==> src/rtl/comp_pkg.sv <==
// Shared definitions for the comparator debounce stage: FSM state codes and
// a helper that classifies the comparator's flag vector.
package comp_pkg;

  localparam int ST_W = 2;

  localparam logic [ST_W-1:0] BELOW   = 2'd0;
  localparam logic [ST_W-1:0] RISING  = 2'd1;
  localparam logic [ST_W-1:0] ABOVE   = 2'd2;
  localparam logic [ST_W-1:0] FALLING = 2'd3;

  typedef enum logic [1:0] {
    FLAGS_NONE   = 2'd0,
    FLAGS_ONEHOT = 2'd1,
    FLAGS_MULTI  = 2'd2
  } flags_t;

  function automatic flags_t flags_chk(input logic ag, input logic eq, input logic bg);
    logic [1:0] n;
    n = {1'b0, ag} + {1'b0, eq} + {1'b0, bg};
    case (n)
      2'd0:    return FLAGS_NONE;
      2'd1:    return FLAGS_ONEHOT;
      default: return FLAGS_MULTI;
    endcase
  endfunction

endpackage

==> src/rtl/sat_cnt.sv <==
// Up-counter that sticks at all-ones; used for event counting across the filter.
module sat_cnt #(
  parameter int W = 8
) (
  input  logic         CLK,
  input  logic         RST,
  input  logic         INC,
  output logic [W-1:0] Q
);

  always_ff @(posedge CLK) begin
    if (RST)
      Q <= '0;
    else if (INC && (Q != {W{1'b1}}))
      Q <= Q + 1'b1;
  end

endmodule

==> src/rtl/comp_debounce.sv <==
// Persistence/hysteresis stage behind the comparator: LEVEL changes only after
// HOLD consecutive valid qualifying samples, with rise/fall pulses and a rise count.
//
// state   | meaning
// BELOW   | LEVEL=0, no run in progress
// RISING  | LEVEL=0, counting consecutive A>B samples
// ABOVE   | LEVEL=1, no run in progress
// FALLING | LEVEL=1, counting consecutive B>A samples
module comp_debounce
  import comp_pkg::*;
#(
  parameter int HOLD  = 3,
  parameter int CNT_W = 4,
  parameter int EVT_W = 8
) (
  input  logic             CLK,
  input  logic             RST,
  input  logic             VLD,
  input  logic             AG,
  input  logic             EQ,
  input  logic             BG,
  output logic             LEVEL,
  output logic             RISE,
  output logic             FALL,
  output logic [EVT_W-1:0] EVT_CNT,
  output logic             ERR
);

  localparam logic [CNT_W-1:0] HOLD_C  = CNT_W'(HOLD);
  localparam logic [CNT_W-1:0] CNT_ONE = CNT_W'(1);

  logic [ST_W-1:0]  state, state_nxt;
  logic [CNT_W-1:0] cnt, cnt_nxt, cnt_inc;
  logic             rise_nxt, fall_nxt, err_nxt;
  flags_t           fl;

  assign fl      = flags_chk(AG, EQ, BG);
  assign cnt_inc = cnt + 1'b1;

  // Only a one-hot valid sample can move the FSM; EQ never advances or breaks a run.
  always_comb begin
    state_nxt = state;
    cnt_nxt   = cnt;
    rise_nxt  = 1'b0;
    fall_nxt  = 1'b0;
    err_nxt   = 1'b0;
    if (VLD) begin
      if (fl == FLAGS_MULTI) begin
        err_nxt = 1'b1;
      end else if (fl == FLAGS_ONEHOT) begin
        case (state)
          BELOW: if (AG) begin
            if (HOLD_C == CNT_ONE) begin
              state_nxt = ABOVE;
              rise_nxt  = 1'b1;
            end else begin
              state_nxt = RISING;
              cnt_nxt   = CNT_ONE;
            end
          end
          RISING: if (AG) begin
            if (cnt_inc == HOLD_C) begin
              state_nxt = ABOVE;
              cnt_nxt   = '0;
              rise_nxt  = 1'b1;
            end else begin
              cnt_nxt = cnt_inc;
            end
          end else if (BG) begin
            state_nxt = BELOW;
            cnt_nxt   = '0;
          end
          ABOVE: if (BG) begin
            if (HOLD_C == CNT_ONE) begin
              state_nxt = BELOW;
              fall_nxt  = 1'b1;
            end else begin
              state_nxt = FALLING;
              cnt_nxt   = CNT_ONE;
            end
          end
          default: if (BG) begin
            if (cnt_inc == HOLD_C) begin
              state_nxt = BELOW;
              cnt_nxt   = '0;
              fall_nxt  = 1'b1;
            end else begin
              cnt_nxt = cnt_inc;
            end
          end else if (AG) begin
            state_nxt = ABOVE;
            cnt_nxt   = '0;
          end
        endcase
      end
    end
  end

  always_ff @(posedge CLK) begin
    if (RST) begin
      state <= BELOW;
      cnt   <= '0;
      LEVEL <= 1'b0;
      RISE  <= 1'b0;
      FALL  <= 1'b0;
      ERR   <= 1'b0;
    end else begin
      state <= state_nxt;
      cnt   <= cnt_nxt;
      LEVEL <= (state_nxt == ABOVE) || (state_nxt == FALLING);
      RISE  <= rise_nxt;
      FALL  <= fall_nxt;
      ERR   <= err_nxt;
    end
  end

  sat_cnt #(.W(EVT_W)) u_evt (
    .CLK (CLK),
    .RST (RST),
    .INC (rise_nxt),
    .Q   (EVT_CNT)
  );

endmodule

==> config.mk <==
export PLATFORM = sky130hd
export DESIGN_NAME = comp_debounce
export DESIGN_NICKNAME = d
export VERILOG_FILES = /design/src/rtl/comp_pkg.sv /design/src/rtl/sat_cnt.sv /design/src/rtl/comp_debounce.sv
export SDC_FILE = /design/constraint.sdc
export NUM_CORES = 1
export LEC_CHECK = 0
export BUFFER_PORTS_ARGS = -buffer_cell sky130_fd_sc_hd__buf_2
export CORE_UTILIZATION = 57
export CTS_BUF_LIST = sky130_fd_sc_hd__clkbuf_4
export CTS_CLUSTER_SIZE = 10
export DETAILED_ROUTE_END_ITERATION = 16
export PLACE_DENSITY = 0.85
export SETUP_SLACK_MARGIN = 0.3
export SLEW_MARGIN = 20
export SYNTH_ARGS = -nofsm -noshare
export SYNTH_HDL_FRONTEND = slang
export SYNTH_HIERARCHICAL = 1
export SYNTH_SLANG_ARGS = --single-unit
==> constraint.sdc <==
create_clock -name CLK -period 2.9 [get_ports CLK]
set_input_delay 0.145 -clock CLK [delete_from_list [all_inputs] [get_ports CLK]]
set_output_delay 0.145 -clock CLK [all_outputs]
set_load 0.02 [all_outputs]
Word level (Yosys, flattened, before mapping):

Cells that the tools add are included.

* multiplexer cells: 28
* reductions and logical operators: 8
* bitwise operators: 4
* multiply operators: 0
* equal/unequal tests: 11
* $lt $le $gt $ge: 0
* shifts and indexed selects: 0
* divide/modulo/power cells: 0
* add/subtract/negate cells: 4

Operators with widths (number)
* 2-to-1 mux 4 bit: 7
* 2-to-1 mux 2 bit: 11
* case mux 4 bit (3 select lines): 1
* adder 8 x 1 -> 8 bit (second input constant): 1
* equality test 2 bit (second input constant): 4
* != test 8 bit (second input constant): 1
* OR reduction 8 bit: 1
* 2-to-1 mux 1 bit: 7
* equality test 2 x 1 -> 1 bit (second input constant): 3
* case mux 2 bit (3 select lines): 1
* AND reduction 6 bit: 1
* adder 4 x 1 -> 4 bit (second input constant): 1
* equality test 4 x 2 -> 1 bit (second input constant): 1
* logical NOT 2 bit: 2
* != test 2 bit (second input constant): 2
* NOT 1 bit: 4
* case mux 2 bit (2 select lines): 1
* adder 1 x 1 -> 2 bit: 1
* adder 2 x 1 -> 2 bit: 1
* nonzero test 2 bit: 1
* OR reduction 2 bit: 1
* logical AND 1 bit: 1
* logical OR 1 bit: 1

* logic and storage cells: 62
* memory bits (writable): 0
* latch bits: 0
* output and inout bits: 12
* memories: 0
* bits in read-only memories: 0
* input bits: 6
* register bits after elaboration: 18

Logic depth before layout (Yosys ltp):

Gate-level depths: netlist (run 1).

* depth in word-level cells: 10
* mapped depth: 8
* mapped depth without buffers: 8

By module:

Netlist (run 1), hierarchy kept.

Modules (own cells, without submodules)
* comp_debounce: times used 1, area each 615.6 um^2, seq. area each 200.2 um^2, cells an instance 70
* sat_cnt: times used 1, area each 430.4 um^2, seq. area each 160.2 um^2, cells an instance 46

Worst setup path before layout (run 1):

OpenSTA, ideal clock, no wires.

* path type: reg2reg
* from: reg cnt[0]
* to: reg u_evt.Q[3]
* slack: 0.496 ns
* data required time: 2.831 ns
* path buffers: 0
* stages on the path, launching flop included: 8
* arrival time: 2.335 ns
* clock period less this slack: 2.404 ns
* setup time: 0.069 ns
* path through: dfxtp_1 -> ha_1 -> or4b_4 -> and2_4 -> nor3_1 -> nand4_1 -> or3_2 -> o21ai_1

* longest elaborated chain between the ends: 9

RTL lines
* start, declared: line comp_debounce.sv:33 `logic [CNT_W-1:0] cnt, cnt_nxt, cnt_inc;`
* start signal, assigned: line comp_debounce.sv:109 `cnt <= cnt_nxt;`
* adder 4 x 1 -> 4 bit: line comp_debounce.sv:38 `assign cnt_inc = cnt + 1'b1;`
* equality test 4 x 2 -> 1 bit: line comp_debounce.sv:62 `if (cnt_inc == HOLD_C) begin`
* 2-to-1 mux 1 bit: line comp_debounce.sv:62
* 2-to-1 mux 1 bit: line comp_debounce.sv:61 `RISING: if (AG) begin`
* 2-to-1 mux 1 bit: line comp_debounce.sv:51 `case (state)`
* 2-to-1 mux 1 bit: line comp_debounce.sv:50 `end else if (fl == FLAGS_ONEHOT) begin`
* 2-to-1 mux 1 bit: line comp_debounce.sv:48 `if (fl == FLAGS_MULTI) begin`
* 2-to-1 mux 1 bit: line comp_debounce.sv:47 `if (VLD) begin`
* via rise_nxt: line comp_debounce.sv:34 `logic rise_nxt, fall_nxt, err_nxt;`
* logical AND 1 bit: line sat_cnt.sv:14 `else if (INC && (Q != {W{1'b1}}))`
* end signal, assigned: line sat_cnt.sv:15 `Q <= Q + 1'b1;`
* end, declared: line sat_cnt.sv:8 `output logic [W-1:0] Q`

The timed path passes the listed nets, and every way through them passes these cells.
A chain may end at the register's enable or synchronous reset.

Final worst setup path (run 1):

Ends and elaborated chain as after synthesis.

==> impl_metrics.csv, run 1 <==
group,metric,value,unit
routing,drt_iter0_drcs,23,
setup_path,worstSetupPathType,"register to register",
place,place.port_buffers,17,
synth,synthArstFlopShare,0,%
sta,skew,1.01,ps
power,power_density,347,nW/um2
cts,clock_tree.buffer_depth,2,
setup_path,crit-reg2reg-launch,"cnt[0]",
cts,clock_sink_count,18,
power,power,408,uW
layout,mostFrequentLayoutCell,"sky130_fd_sc_hd__dfxtp_1",
power,vdd_ir_drop_max,257,uV
floorplan,die_height,44.8,um
place,globalplace.congestion,0.838,
synth,synth_area_leaders,"sky130_fd_sc_hd__dfxtp_1 34%, sky130_fd_sc_hd__ha_1 4.8%, sky130_fd_sc_hd__a21oi_1 3.3%, sky130_fd_sc_hd__nand2_1 3.2%, sky130_fd_sc_hd__nand2b_1 3.0%",
cts,htree_depth,1,
synth,synthCells,116,
global_route,grt_use_total,24.5,%
synth,synth_cell_types,44,
cts,clock_slew_at_reported_path_ffs,100,ps
sta,final_setup_margin,449,ps
layout,finalCoreUtilization,68.0,%
routing,drt-total-wl,2180,um
synth,syn-mean-instance-area,9.02,um2
routing,dr.pass1.iters,4,
synth,synth_seq_cells,18,
cts,clock_latency,280,ps
worst_hold_path,hold_path_startpoint,"BG",
floorplan,core,1730,um2
setup_path,worst_setup_path_startpoint,"cnt[0]",
synth,synth_area,1050,um2
setup_path,endpoint_class_of_the_critical_path,"register",
synth,yosys_warnings,6,
sta,worstMarginPinSlew,451,ps
sta,setup_total_negative_slack,0,ps
synth,postSynthNetCount,127,
layout,final_net_count,147,
global_route,largest_net_degree_at_the_start_of_global_routing,23,
layout,syn_to_final_growth,12.3,%
synth,synth-edff-count,0,
place,post_detailed_placement_half_perimeter_wirelength,1600,um
global_route,grt_pass1_wl,3610,um
layout,antenna_cells_inserted,0,
layout,layout-drive-gt1-share,21.6,%
synth,synth_top_cell_area_share,34.4,%
cts,cts_root_buf,"sky130_fd_sc_hd__clkbuf_4",
run_status,status,"completed",
routing,route.detailed.wl_per_inst,13.7,um
setup_path,worstPathRequired,3130,ps
routing,route.detailed.vias_per_inst,6.02,
sta,period_minus_slack,2450,ps
routing,vias,957,
synth,yosysSeqAreaShare,34.4,%
cts,cts.hold.buffers_added,0,
synth,yosys_most_used_dff,"sky130_fd_sc_hd__dfxtp_1",
floorplan,design.die.area,2010,um2
power,leakagePower,0.000458,uW
cts,cts_inserted_buffers,3,
global_route,antenna_found_initial,0,
sta,timing.final.hold_violations,0,
routing,post-route-drc-count,0,
sta,fmax,408,MHz
setup_path,timing.critical_path.arrival,2680,ps
sta,setup_viol,0,
setup_path,start_kind,"register",
place,dpl_cell_area,1150,um2
floorplan,num_io_pins,18,
sta,rsz_0062_raised_after_global_routing,"no",
layout,final_cell_mix,"18 x sky130_fd_sc_hd__dfxtp_1, 17 x sky130_fd_sc_hd__buf_2, 9 x sky130_fd_sc_hd__nand2_1",
floorplan,die-width,44.8,um
global_route,globalRoute.totalOverflow,0,
flow_run,drv.max_cap_violation_count,0,
routing,ant_nets,0,
floorplan,initial_core_util,60.6,%
sta,timing.final.max_slew_violations,0,
synth,synth_largest_area_cell,"sky130_fd_sc_hd__dfxtp_1",
setup_path,maximum_net_fanout_on_the_critical_path,7,
floorplan,std_cell_rows,15,
place,preCtsSetupSlack,270,ps
sta,max_slew_margin,69.1,%
layout,fin_area,1170,um2
worst_hold_path,hp-class,"input port to register",
sta,layout_worst_path_cycle_share,84.5,%
cts,cts_tree,"yes",
global_route,first_global_vias,823,
[worst max-delay path: stages (launching register included)]
cell and delay [ps]:
sky130_fd_sc_hd__dfxtp_1 370, sky130_fd_sc_hd__ha_1 280, sky130_fd_sc_hd__or4b_4 520, sky130_fd_sc_hd__and2_4 190
sky130_fd_sc_hd__nor3_2 330, sky130_fd_sc_hd__nand4_1 190, sky130_fd_sc_hd__or3_2 430, sky130_fd_sc_hd__o21ai_1 70
[kinds of logic after synthesis]
family          Yosys count  share of synthesized area [%]
simple gates             51                           28.4
buf+inv                   8                           3.59
flops                    18                           34.5
mux                       4                           4.31
fa+ha+maj                 5                           6.70
compound gates           30                           22.6
[metrics by stage]
| stage | hold WS, ps | instances |
|---|---|---|
| 6_report | 140 | 159 |
| 5_1_grt | 117 | 159 |
| 4_1_cts | 128 | 159 |
| 3_5_place_dp | 442 | 156 |
| 3_3_place_gp | 439 | 156 |
| 2_1_floorplan | 217 | 116 |
[power breakdown]
group	switching (uW)	internal, uW
combinational	23.3	12.7
sequential	2.47	249
clock	71.4	48.2
[final timing paths]
| path | endpoint | slack (ps) | cells after the start |
|---|---|---|---|
| setup / recovery | u_evt/Q[3] | 450 | 7 |
| hold / removal | FALL | 140 | 3 |
| setup reg to reg | u_evt/Q[3] | 450 | 7 |
| hold reg to reg | FALL | 500 | 2 |
[cells in the mapped netlist, drive strengths merged (3+ instances only)]
master  instances
nor3b           3
nand2b          5
a21oi           7
o31ai           3
mux2i           3
nand3           5
inv             6
nor3            4
a21boi          3
ha              4
dfxtp          18
a211oi          3
nand2           9
nand4           3
nor2            8
[routing by layer]
metal | share of wire [%] | GRT usage (%) | routed length, um
met3 | 3.1 | 4.00 | 67
met5 | 0 | 0 | 0
met4 | 1.6 | 12.1 | 35
met1 | 46 | 31.2 | 1010
met2 | 49 | 40.3 | 1070
[sequential cells by signal (all words and copies together) (netlist names)]
name / cells
ERR: 1
FALL: 1
LEVEL: 1
RISE: 1
cnt: 4
state: 2
u_evt/Q: 8
[cell type report]
| type | count | area (um2) |
|---|---|---|
| Multi-Input combinational cell | 90 | 653 |
| Fill cell | 162 | 552 |
| Sequential cell | 18 | 360 |
| Timing Repair Buffer | 17 | 85.1 |
| Tap cell | 25 | 31.3 |
| Clock buffer | 3 | 22.5 |
| Inverter | 6 | 22.5 |
[timing repair]
item / CTS / global route
buffers inserted: 0 / 0
endpoints found under the setup margin: 1 / 0
resized for setup: 1 / 0
Note: power is estimated with default switching activity, not from simulation.
==> run 2, diff against run 1 <==
==> constraint.sdc (replaced) <==
create_clock -name CLK -period 2.4 [get_ports CLK]
set_input_delay 0.12 -clock CLK [delete_from_list [all_inputs] [get_ports CLK]]
set_output_delay 0.12 -clock CLK [all_outputs]
set_load 0.02 [all_outputs]
==> run 2 against run 1 <==
Effect of this change:
- largest cell class unchanged
- cell area increased by 15%
- core utilization increased by 9.9 points
- critical endpoint unchanged
- register-to-register slack got worse by 260 ps
- via count up 11%
- sequential cell count is the same
- global-route usage increased by 3.4 points
- clock-buffer cell count is the same
- clock power is 29% higher
- setup slack worse by 260 ps
- largest power group unchanged
- sequential power increased by 20%
==> impl_metrics.csv, run 2 (synthesis results as in run 1) <==
group,metric,value,unit
run_status,status,"completed",
sta,skew,4.18,ps
floorplan,initial_core_util,60.6,%
power,p_seq_share,59.8,%
setup_path,worstSetupPathType,"register to register",
cts,cts_inserted_buffers,3,
setup_path,crit-reg2reg-launch,"cnt[0]",
sta,setup_viol,0,
layout,syn_to_final_growth,28.7,%
setup_path,cpMaxStageDelayCell,"sky130_fd_sc_hd__or4b_4",
layout,final_cell_mix,"17 x sky130_fd_sc_hd__buf_2, 16 x sky130_fd_sc_hd__dfxtp_1, 13 x sky130_fd_sc_hd__buf_4",
place,place.port_buffers,17,
setup_path,worstPathRequired,2640,ps
global_route,grt_pass1_wl,4100,um
layout,layout-drive-gt1-share,35.8,%
layout,largest-register,"u_evt/Q",
power,comb_power_share,9.6,%
layout,fillerInstances,119,
worst_hold_path,hold-path-endpoint,"ERR",
power,power_density,377,nW/um2
floorplan,die-width,44.8,um
sta,period_minus_slack,2210,ps
layout,largest_reg_flops,8,
global_route,antenna_found_initial,0,
routing,drt_iter0_drcs,53,
routing,vias,1067,
global_route,globalRoute.totalOverflow,0,
routing,route.detailed.wl_per_inst,16.0,um
setup_path,worstPathCellList,"inv_4 > ha_4 > or4b_4 > and2_4 > nor3_4 > nand4_1 > or3_4 > o21ai_2",
cts,clock_tree.buffer_depth,2,
cts,cts_tree,"yes",
worst_hold_path,hold_path_startpoint,"VLD",
floorplan,std_cell_rows,15,
floorplan,num_io_pins,18,
place,globalplace.congestion,0.898,
sta,timing.final.hold_violations,0,
power,power.internal,378,uW
routing,route.detailed.vias_per_inst,6.17,
sta,setup_total_negative_slack,0,ps
global_route,grt_use_total,27.9,%
setup_path,cpPeakStageDelay,460,ps
place,dpl.cell_count,157,
sta,layout_worst_path_cycle_share,92.2,%
routing,ant_nets,0,
routing,post-route-drc-count,0,
sta,worstMarginPinSlew,485,ps
setup_path,worst-r2r-setup-slack,190,ps
global_route,first_global_vias,912,
layout,layout_top_registers,"u_evt/Q x8, cnt x4, state x2",
cts,clock_sink_count,18,
sta,fmax,452,MHz
layout,antenna_cells_inserted,0,
setup_path,endpoint_class_of_the_critical_path,"register",
flow_run,drv.max_cap_violation_count,0,
setup_path,ff2ff_path_depth,8,
layout,final_net_count,160,
floorplan,core,1730,um2
power,vdd_ir_drop_max,310,uV
power,psw,129,uW
place,post_detailed_placement_half_perimeter_wirelength,1620,um
cts,clock_latency,300,ps
floorplan,die_height,44.8,um
sta,timing.final.max_slew_violations,0,
sta,max_slew_margin,66.7,%
setup_path,timing.critical_path.arrival,2450,ps
setup_path,start_kind,"register",
global_route,largest_net_degree_at_the_start_of_global_routing,23,
place,dpl_cell_area,1180,um2
floorplan,design.die.area,2010,um2
cts,clock_slew_at_reported_path_ffs,100,ps
power,leakagePower,0.000540,uW
setup_path,timing.rr.end,"u_evt/Q[3]",
power,switching_share,25.5,%
layout,fin_area,1350,um2
sta,rsz_0062_raised_after_global_routing,"yes",
power,share_clk_of_total_power,30.6,%
layout,final_cells,173,
layout,mostFrequentLayoutCell,"sky130_fd_sc_hd__buf_2",
worst_hold_path,whs_path_depth,2,
cts,htree_depth,1,
routing,dr.pass1.iters,4,
setup_path,maximum_net_fanout_on_the_critical_path,6,
worst_hold_path,hp-class,"input port to register",
routing,drt-total-wl,2760,um
routing,highest-signal-layer,"met4",
routing,wire_length_on_met2,1330,um
cts,cts_root_buf,"sky130_fd_sc_hd__clkbuf_4",
routing,routed-wl-met3,226,um
routing,routed_met1_length,1170,um
==> run 2: area by class of cell <==
cell class,count,area [um2],area share [%]
Multi-Input combinational cell,90,713,53.0
Sequential cell,18,368,27.3
Timing Repair Buffer,30,183,13.6
Tap cell,25,31.3,2.32
Inverter,6,25.0,1.86
Clock buffer,3,22.5,1.67
Clock inverter,1,3.75,0.279
==> run 2: power groups by stage <==
stage / logic (uW) / clock network (uW) / registers (uW)
2_1_floorplan: 27.9 / 0 / 312
3_3_place_gp: 42.8 / 0 / 312
3_5_place_dp: 43.8 / 0 / 312
4_1_cts: 47.0 / 157 / 303
5_1_grt: 52.9 / 173 / 304
6_report: 48.6 / 155 / 303
==> run 2: timing repair <==
| item | in CTS | in global routing |
|---|---|---|
| pin swaps | 4 | 3 |
| setup buffers | 8 | 4 |
| gates resized for setup | 8 | 4 |
| hold buffers | 0 | 0 |
| setup endpoints to repair | 5 | 5 |
==> run 2: per-stage QoR <==
step                      worst slack, ps  hold WS, ps  util [%]  total power, uW
final                                 186         98.2      78.0              507
after global routing                  133         83.7      78.0              530
after CTS                             253         97.3      75.4              507
after detailed placement              165          415      68.2              356
after global placement                282          411      68.2              354
after floorplan                       348          192         -              340
==> run 2: critical path, delay by kind of cell (launching register included) <==
kind                       cells  cell delay [ps]
and+or+nand+nor                5             1530
AOI/OAI and AO/OA              1               60
adders and majority gates      1              130
buffers and inverters          1               60
DFF                            1              380
==> run 2: worst max-delay path by stage <==
stage               startpoint         end  slack, ps  cells past startpoint
floorplan               cnt[0]  u_evt/Q[0]        350                      7
global placement        cnt[0]  u_evt/Q[5]        280                      8
detailed placement      cnt[0]  u_evt/Q[5]        170                      8
CTS                     cnt[0]  u_evt/Q[3]        250                      8
global route            cnt[0]  u_evt/Q[5]        130                      8
finish                  cnt[0]  u_evt/Q[3]        190                      8
==> run 2: metal layers <==
metal | track usage (%) | up-vias
met5 | 0 | -
met4 | 9.09 | 0
met2 | 45.3 | 58
met3 | 6.80 | 7
met1 | 36.4 | 500
li1 | - | 502
==> run 3, diff against run 2 <==
--- a/config.mk
+++ b/config.mk
@@ -10,7 +10,7 @@
 export CTS_BUF_LIST = sky130_fd_sc_hd__clkbuf_4
 export CTS_CLUSTER_SIZE = 10
 export DETAILED_ROUTE_END_ITERATION = 16
-export PLACE_DENSITY = 0.85
+export PLACE_DENSITY = 0.84
 export SETUP_SLACK_MARGIN = 0.3
 export SLEW_MARGIN = 20
 export SYNTH_ARGS = -nofsm -noshare
==> run 3 against run 2 <==
Effect of this change:
- combinational power rose by 17%
- clock-buffer cell count stayed put
- register-to-register slack gained 110 ps
- setup slack better by 110 ps
- global-route usage is 0.96 points higher
- cell count rose by 2.3%
- total power increased by 1.8%
- critical path type unchanged
==> impl_metrics.csv, run 3 (synthesis results as in run 1) <==
group,metric,value,unit
run_status,status,"completed",
place,dpl.cell_count,157,
sta,final_setup_margin,295,ps
routing,drt_iter0_drcs,32,
sta,layout_worst_path_cycle_share,87.7,%
cts,clock_slew_at_reported_path_ffs,110,ps
setup_path,worstSetupPathType,"register to register",
power,vdd_ir_drop_max,277,uV
global_route,grt_pass1_wl,4260,um
cts,clock_latency,290,ps
global_route,globalRoute.totalOverflow,0,
sta,skew,1.93,ps
layout,footprint_of_the_multi_input_gates,711,um2
routing,ant_nets,0,
sta,max_slew_margin,70.5,%
place,globalplace.congestion,0.893,
layout,area_taken_by_flip_flops_and_latches,368,um2
global_route,grt_use_met1,32.5,%
global_route,largest_net_degree_at_the_start_of_global_routing,23,
setup_path,timing.rr.end,"u_evt/Q[3]",
sta,rsz_0062_raised_after_global_routing,"yes",
setup_path,maximum_net_fanout_on_the_critical_path,4,
sta,setup_viol,0,
routing,route.detailed.vias_per_inst,6.10,
global_route,first_global_vias,991,
cts,htree_depth,1,
place,place.port_buffers,17,
cts,cts_tree,"yes",
layout,fillerInstances,105,
layout,final_cells,177,
worst_hold_path,whs_path_depth,2,
global_route,gr-max-usage-layer,"met2",
setup_path,start_kind,"register",
routing,post-route-drc-count,0,
worst_hold_path,hold-path-endpoint,"ERR",
cts,cts_root_buf,"sky130_fd_sc_hd__clkbuf_4",
sta,setup_total_negative_slack,0,ps
place,preCtsSetupSlack,218,ps
floorplan,num_io_pins,18,
sta,period_minus_slack,2100,ps
routing,route.detailed.wl_per_inst,15.6,um
layout,layout_top_registers,"u_evt/Q x8, cnt x4, state x2",
global_route,grt_use_total,28.8,%
layout,layout-drive-gt1-share,36.2,%
layout,mostFrequentLayoutCell,"sky130_fd_sc_hd__buf_2",
setup_path,crit-reg2reg-launch,"cnt[0]",
worst_hold_path,hp-class,"input port to register",
global_route,gr-usage-met3,2.80,%
layout,antenna_cells_inserted,0,
sta,worstMarginPinSlew,431,ps
global_route,globalRouteMet2Util,52.9,%
layout,largest-register,"u_evt/Q",
power,leakagePower,0.000555,uW
setup_path,ff2ff_path_depth,9,
sta,timing.final.max_slew_violations,0,
routing,vias,1079,
worst_hold_path,hold_path_startpoint,"VLD",
sta,timing.final.hold_violations,0,
flow_run,drv.max_cap_violation_count,0,
routing,drt-total-wl,2760,um
sta,holdWs,104,ps
global_route,antenna_found_initial,0,
floorplan,std_cell_rows,15,
cts,clock_tree.buffer_depth,2,
setup_path,endpoint_class_of_the_critical_path,"register",
routing,dr.pass1.iters,4,
floorplan,die_height,44.8,um
cts,cts.hold.buffers_added,0,
sta,fmax,475,MHz
place,post_detailed_placement_half_perimeter_wirelength,1630,um
layout,final_cell_mix,"17 x sky130_fd_sc_hd__buf_2, 16 x sky130_fd_sc_hd__dfxtp_1, 16 x sky130_fd_sc_hd__buf_4",
power,power_density,375,nW/um2
floorplan,die-width,44.8,um
layout,largest_reg_flops,8,
cts,clock_sink_count,18,
floorplan,initial_core_util,60.6,%
layout,syn_to_final_growth,31.7,%
floorplan,core,1730,um2
layout,final_net_count,164,
setup_path,timing.critical_path.arrival,2300,ps
floorplan,design.die.area,2010,um2
setup_path,worst-r2r-setup-slack,300,ps
setup_path,worstPathRequired,2590,ps
cts,cts_inserted_buffers,3,
run 3: how the worst max path moves through the flow:
stage               slack, ps  startpoint         end
floorplan                 350      cnt[0]  u_evt/Q[0]
global placement          290      cnt[0]  u_evt/Q[0]
detailed placement        220      cnt[0]  u_evt/Q[7]
CTS                       280      cnt[0]  u_evt/Q[3]
global route              250      cnt[0]  u_evt/Q[5]
finish                    300      cnt[0]  u_evt/Q[3]
run 3: routing by layer:
layer	part of all wire [%]	up-vias
li1	-	509
met1	41	510
met2	51	50
met3	4.6	10
met4	3.0	0
met5	0	-
run 3: where the power goes:
part / total, uW / internal (uW) / switching [uW]
logic: 57.0 / 23.5 / 33.5
registers: 304 / 300 / 4.11
clock network: 156 / 60.4 / 95.2
total: 517 / 384 / 133
run 3: timing repair:
action / CTS / global route
resized for setup: 7 / 5
endpoints found under the setup margin: 5 / 7
pin swaps: 7 / 4
buffers inserted: 15 / 1
run 3: critical path: stages, from the launching register on:
cell                      delay [ps]
sky130_fd_sc_hd__dfxtp_4         390
sky130_fd_sc_hd__inv_4            70
sky130_fd_sc_hd__ha_4            130
sky130_fd_sc_hd__or4b_4          460
sky130_fd_sc_hd__and2_4          190
sky130_fd_sc_hd__nor3_4          190
sky130_fd_sc_hd__nand4_1         190
sky130_fd_sc_hd__buf_4           180
sky130_fd_sc_hd__a21oi_2         130
sky130_fd_sc_hd__o21ai_2          80
run 3: stage by stage:
stage | total power (uW) | utilization (%) | area (um2)
global route | 535 | 79.8 | 1380
finish | 517 | 79.8 | 1380
detailed placement | 357 | 68.2 | 1180
CTS | 513 | 78.1 | 1350
global placement | 354 | 68.2 | 1180
floorplan | 340 | - | 1070
run 3: final cells by class:
| cell class | instances | area share [%] |
|---|---|---|
| Tap cell | 25 | 2.27 |
| Sequential cell | 18 | 26.7 |
| Multi-Input combinational cell | 90 | 51.6 |
| Clock buffer | 3 | 1.63 |
| Clock inverter | 1 | 0.272 |
| Timing Repair Buffer | 34 | 15.7 |
| Inverter | 6 | 1.82 |
